--- src/rtl/uvma_rvfi_retire_sched.sv ---
// Merges NRET RVFI retirement channels into one stream ordered by rvfi_order.
// Each channel is buffered in a small FIFO; a stall watchdog resynchronises on gaps.
module uvma_rvfi_retire_sched #(
  parameter int unsigned         NRET        = 2,
  parameter int unsigned         ORDER_WL    = 64,
  parameter int unsigned         PAYLOAD_W   = 128,
  parameter int unsigned         DEPTH       = 4,
  parameter int unsigned         STALL_LIMIT = 16,
  parameter logic [ORDER_WL-1:0] ORDER_START = '0
) (
  input  logic                      clk,
  input  logic                      reset,
  input  logic [NRET-1:0]           in_valid,
  output logic [NRET-1:0]           in_ready,
  input  logic [NRET*ORDER_WL-1:0]  in_order,
  input  logic [NRET*PAYLOAD_W-1:0] in_payload,
  output logic                      out_valid,
  input  logic                      out_ready,
  output logic [ORDER_WL-1:0]       out_order,
  output logic [PAYLOAD_W-1:0]      out_payload,
  output logic [ORDER_WL-1:0]       expected,
  output logic                      dup_err,
  output logic                      gap_err,
  output logic [1:0]                state_o
);

  localparam int unsigned PtrW = (DEPTH > 1) ? $clog2(DEPTH) : 1;
  localparam int unsigned SelW = (NRET > 1) ? $clog2(NRET) : 1;
  localparam int unsigned CntW = $clog2(STALL_LIMIT + 1);

  typedef enum logic [1:0] {
    StRun    = 2'd0,
    StStall  = 2'd1,
    StResync = 2'd2
  } state_e;

  state_e               state_q;
  logic [CntW-1:0]      cnt_q;
  logic [ORDER_WL-1:0]  expected_q;

  logic [NRET-1:0]      empty;
  logic [NRET-1:0]      full;
  logic [NRET-1:0]      push;
  logic [NRET-1:0]      pop;
  logic [NRET-1:0]      match;
  logic [ORDER_WL-1:0]  head_order   [NRET];
  logic [PAYLOAD_W-1:0] head_payload [NRET];

  logic                 any_match;
  logic                 any_head;
  logic                 multi_match;
  logic [SelW-1:0]      sel;
  logic                 min_found;
  logic [ORDER_WL-1:0]  min_order;
  logic                 can_load;
  logic                 load;

  assign push     = in_valid & ~full;
  assign in_ready = ~full;
  assign expected = expected_q;
  assign state_o  = state_q;

  for (genvar g = 0; g < NRET; g++) begin : g_fifo
    logic [ORDER_WL-1:0]  ord_mem [DEPTH];
    logic [PAYLOAD_W-1:0] pay_mem [DEPTH];
    logic [PtrW:0]        wr_ptr;
    logic [PtrW:0]        rd_ptr;

    // Extra pointer bit distinguishes full from empty when the indices coincide.
    assign empty[g] = (wr_ptr == rd_ptr);
    assign full[g]  = (wr_ptr[PtrW] != rd_ptr[PtrW]) &&
                      (wr_ptr[PtrW-1:0] == rd_ptr[PtrW-1:0]);
    assign head_order[g]   = ord_mem[rd_ptr[PtrW-1:0]];
    assign head_payload[g] = pay_mem[rd_ptr[PtrW-1:0]];
    assign match[g]        = !empty[g] && (head_order[g] == expected_q);

    always_ff @(posedge clk) begin
      if (push[g]) begin
        ord_mem[wr_ptr[PtrW-1:0]] <= in_order[g*ORDER_WL +: ORDER_WL];
        pay_mem[wr_ptr[PtrW-1:0]] <= in_payload[g*PAYLOAD_W +: PAYLOAD_W];
      end
    end

    always_ff @(posedge clk or posedge reset) begin
      if (reset) begin
        wr_ptr <= '0;
        rd_ptr <= '0;
      end else begin
        if (push[g]) wr_ptr <= wr_ptr + (PtrW+1)'(1);
        if (pop[g])  rd_ptr <= rd_ptr + (PtrW+1)'(1);
      end
    end
  end

  always_comb begin
    sel = '0;
    for (int i = NRET - 1; i >= 0; i--) begin
      if (match[i]) sel = SelW'(i);
    end
    any_match   = |match;
    any_head    = ~&empty;
    multi_match = (match & (match - NRET'(1))) != '0;

    // Strict compare keeps the lowest index on equal orders.
    min_found = 1'b0;
    min_order = '0;
    for (int i = 0; i < NRET; i++) begin
      if (!empty[i] && (!min_found || head_order[i] < min_order)) begin
        min_found = 1'b1;
        min_order = head_order[i];
      end
    end

    can_load = !out_valid || out_ready;
    load     = can_load && any_match && (state_q != StResync);
    pop      = load ? (NRET'(1) << sel) : '0;
  end

  always_ff @(posedge clk or posedge reset) begin
    if (reset) begin
      state_q     <= StRun;
      cnt_q       <= '0;
      expected_q  <= ORDER_START;
      dup_err     <= 1'b0;
      gap_err     <= 1'b0;
      out_valid   <= 1'b0;
      out_order   <= '0;
      out_payload <= '0;
    end else begin
      if (load) begin
        out_valid   <= 1'b1;
        out_order   <= head_order[sel];
        out_payload <= head_payload[sel];
        expected_q  <= expected_q + ORDER_WL'(1);
        if (multi_match) dup_err <= 1'b1;
      end else if (out_ready) begin
        out_valid <= 1'b0;
      end

      unique case (state_q)
        StRun: begin
          if (!any_match && any_head && can_load) begin
            state_q <= StStall;
            cnt_q   <= CntW'(1);
          end else begin
            cnt_q <= '0;
          end
        end
        StStall: begin
          if (any_match || !any_head) begin
            state_q <= StRun;
            cnt_q   <= '0;
          end else if (can_load) begin
            // Back-pressured cycles do not count towards the gap timeout.
            if (cnt_q == CntW'(STALL_LIMIT)) state_q <= StResync;
            else                             cnt_q   <= cnt_q + CntW'(1);
          end
        end
        StResync: begin
          gap_err <= 1'b1;
          if (min_found) expected_q <= min_order;
          state_q <= StRun;
          cnt_q   <= '0;
        end
        default: begin
          state_q <= StRun;
          cnt_q   <= '0;
        end
      endcase
    end
  end

endmodule

--- config.mk ---
export PLATFORM = sky130hd
export DESIGN_NAME = uvma_rvfi_retire_sched
export DESIGN_NICKNAME = d
export VERILOG_FILES = /design/src/rtl/uvma_rvfi_retire_sched.sv
export SDC_FILE = /design/constraint.sdc
export NUM_CORES = 2
export LEC_CHECK = 0
export ABC_AREA = 1
export ABC_CLOCK_PERIOD_IN_PS = 9700
export BUFFER_PORTS_ARGS = -buffer_cell sky130_fd_sc_hd__buf_4
export CAP_MARGIN = 5
export CORE_ASPECT_RATIO = 1.4
export CORE_MARGIN = 2
export CORE_UTILIZATION = 40
export CTS_CLUSTER_SIZE = 25
export DETAILED_ROUTE_END_ITERATION = 10
export PLACE_DENSITY_LB_ADDON = 0.08
export SETUP_SLACK_MARGIN = 0.4
export SYNTH_ARGS = -nofsm -noshare
export SYNTH_HDL_FRONTEND = slang
export SYNTH_SLANG_ARGS = --single-unit
--- constraint.sdc ---
create_clock -name clk -period 9.7 [get_ports clk]
set_input_delay 0.485 -clock clk [delete_from_list [all_inputs] [get_ports clk]]
set_output_delay 0.485 -clock clk [all_outputs]
set_load 0.1 [all_outputs]
==> impl_metrics.toml <==
[cts]
root_buffer = "clkbuf_16"
clk_latency_ns = 0.86
cts_sinks = 1814
tritoncts = "built"
cts-hold-fix-buffers = 385
path_clk_slew_ns = 0.07
cts_max_path_buffers = 4
cts-resized-gates = 0
cts_buffers = 187
h-tree-depth = 4
postCtsSetupBuffers = 0

[sta]
grt_setup_unrepaired = "false"
worst_slack_ns = 2.91
fin_crit_ns = 6.79
hold_violations = 0
drv_slew = 0
worst_slew_pin_slew_ns = 1.27
period_share = 0.700
max_slew_margin = 0.144
fmax_ghz = 0.147
finalSetupViolations = 0
skew_ns = 0.0542

[setup_path]
rrSetupSlack_ns = 2.91
cp_common_cell = "nand2_1"
path_delay_family = "simple AND/OR/NAND/NOR gates"
critPathMaxFanout = 123
endpoint_kind = "register"
crit_type = "register to register"
crit_path_cell_trace = "inv_8 > nand2_1 > nand3_1 > nand2_1 > inv_1 > nand2_1 > nand4_1 > nor3_1 > nand2_1 > nor2_1 > nand3_1 > nand2_2 > nand3_2 > buf_4 > inv_8 > buf_4 > nand2_1 > nand2_1"
startpoint_type = "register"
crit_arrival_ns = 7.54
critPathBufInv = 5
crit_required_ns = 10.45
slowest_stage = "dfrtp_4"
critical-path-max-stage-delay_ns = 0.97

[global_routing]
grt_use_met1 = 0.382
grt_use_total = 0.315
overflow = 0
grt_pass1_vias = 58100
grt_start_max_net_pins = 191
gr-usage-met3 = 0.0682
grt_busiest_layer = "met2"
gr-usage-met2 = 0.514
antenna_found_initial = 110
grt_first_pass_wirelength_mm = 445

[synth]
synthAdderAreaFrac = 0.0121
netlist.area_leader.share = 0.587
synth_edf_count = 1536
synth_top_cell_by_area = "edfxtp_1"
synth_top_family_by_area = "simple AND/OR/NAND/NOR gates"
synth_xor_xnor_area_share = 0.00880
synthCells = 7391
yosys_register_bits = 1814
synthMuxAreaShare = 0
synthArstFlopShare = 0.153
syn_area_um2 = 78600
ys_seq_area_frac = 0.675
syn-num-nets = 7856
synth_compound_area_frac = 0.0747
ys_warn_count = 0
synthFlopType = "edfxtp_1"
postSynthAreaPerCell_um2 = 10.6
synth_cell_types = 46
synthSimpleGateAreaFrac = 0.191
synthTopCellsByArea = "edfxtp_1 (59%), nand2_1 (12%), dfrtp_1 (8.8%)"

[routing]
finalWirelength_mm = 321
antenna_left = 0
wl_per_cell_um = 28.8
drt_iter0_drc = 5269
viasPerCell = 5.42
drtPass1Iterations = 6
num_vias = 60300
drc = 0

[placed_design]
io_buffer_count = 651
place_hpwl_mm = 220
place_ws_ns = 3.06
globalplace.congestion = 1.04
numPlacedInstances = 10400

[flow_run]
maxCapViolCount = 0

[power]
p_per_area_nw_per_um2 = 257
ir_worst_vdd_v = 0.000261
leakage_nw = 38.1

[die]
die_x_um = 379
core_um2 = 195000
start_util = 0.403
io_pins = 652
rows = 192
fp.dieH_um = 529
dieArea_um2 = 200000

[worst_hold_path]
hold_class = "primary input to register"

[cells_and_area]
finalNonFillerCells = 11100
drive_above_1_share = 0.127
nets = 8774
fillers = 18000
area_growth_pct = 21.9

[outcome]
run_status = "finished clean"
[layout by cell type, fill, tap and decap left out, types with 61 or more instances in the layout]
cell type	netlist	routed
a21oi_1	199	199
buf_4	28	740
a32o_1	128	128
o22ai_1	128	128
dlygate4sd3_1	0	385
o21ai_1	149	149
nor2_1	678	669
o21ai_0	368	368
dfrtp_1	278	274
nand2_1	2449	2448
nand4_1	94	94
inv_1	255	254
nand3_1	401	398
clkbuf_16	0	188
xor2_1	73	73
ha_1	76	76
edfxtp_1	1536	1536
nor3_1	61	61
[synthesized netlist by cell type, types with 3 or more instances]
library cell	number
ha_1	76
clkbuf_1	228
o221ai_1	4
or2_0	3
nor2_1	678
nand2_1	2449
buf_6	24
nor4_1	14
nor3_1	61
a211oi_1	4
dfrtp_1	278
nand4_1	94
nor2_2	3
o22ai_1	128
xor2_1	73
buf_1	16
inv_2	14
nand3b_1	6
buf_4	28
nand2_2	3
a21oi_1	199
or2_1	13
or2_2	8
o21ai_1	149
nor2_4	4
o21ai_0	368
edfxtp_1	1536
a32o_1	128
buf_2	113
o211ai_1	8
nand3_1	401
xnor2_1	6
inv_1	255
[layout make-up]
class	instances	area [um^2]	area share
clock buffers	255	5150	0.0537
flip-flops and latches	1814	53100	0.554
clock inverters	82	763	0.00796
diodes	53	133	0.00138
repair buffers	1138	9670	0.101
well taps	2619	3280	0.0342
inverters	272	1070	0.0111
multi-input cells	4896	22700	0.237
[layer usage]
layer  share of wire  up-vias
li1                -    27400
met1            0.39    29800
met2            0.47     2237
met3           0.070      726
met4           0.071       90
met5          0.0018        -
[power by group]
group          total (mW)  switching, mW  internal, mW
combinational        6.67           5.24          1.43
sequential           10.8          0.765          10.0
clock                7.12           3.09          4.04
[through the flow]
step	power [mW]	setup TNS [ns]	util	cell area [um^2]	hold slack [ns]
global route	25.4	0	0.490	95800	0.0964
CTS	24.6	0	0.490	95700	0.0621
finish	24.6	0	0.491	95800	0.0929
detailed placement	17.3	0	0.440	85900	0.466
floorplan	14.5	-1344.14	-	78600	0.462
global placement	17.3	0	0.440	85900	0.457
[sequential cells by signal, summed over array words and instances, names as in the netlist]
| name | count |
|---|---|
| cnt_q | 5 |
| dup_err | 1 |
| expected | 64 |
| g_fifo.ord_mem | 512 |
| g_fifo.pay_mem | 1024 |
| g_fifo.rd_ptr | 6 |
| g_fifo.wr_ptr | 6 |
| gap_err | 1 |
| out_order | 64 |
| out_payload | 128 |
| out_valid | 1 |
| state_o | 2 |
[path summary, 6_finish.rpt]
path / from / to / cells after the start
max in group asynchronous: reset / gap_err / 4
hold / removal: out_ready / state_o[0] / 4
hold reg to reg: out_payload[16] / out_payload[16] / 2
setup / recovery: g_fifo[0].rd_ptr[0] / out_payload[85] / 18
min in group asynchronous: reset / out_payload[107] / 3
setup reg to reg: g_fifo[0].rd_ptr[0] / out_payload[85] / 18
[worst reg2reg max path: stages (launching register included)]
cell and delay (ns):
dfrtp_4 0.97, inv_8 0.43, nand2_1 0.18, nand3_1 0.08, nand2_1 0.64, inv_1 0.22
nand2_1 0.54, nand4_1 0.19, nor3_1 0.19, nand2_1 0.15, nor2_1 0.14, nand3_1 0.34
nand2_2 0.22, nand3_2 0.47, buf_4 0.50, inv_8 0.71, buf_4 0.55, nand2_1 0.10
nand2_1 0.07
[cell families after synthesis]
group                    after synthesis
flip-flops                          1814
adder cells (fa/ha/maj)               76
AO/OA/AOI/OAI                        998
buffers and inverters                681
AND/OR/NAND/NOR                     3743
XOR/XNOR                              79
No activity file was read; power rests on OpenSTA's default activity.
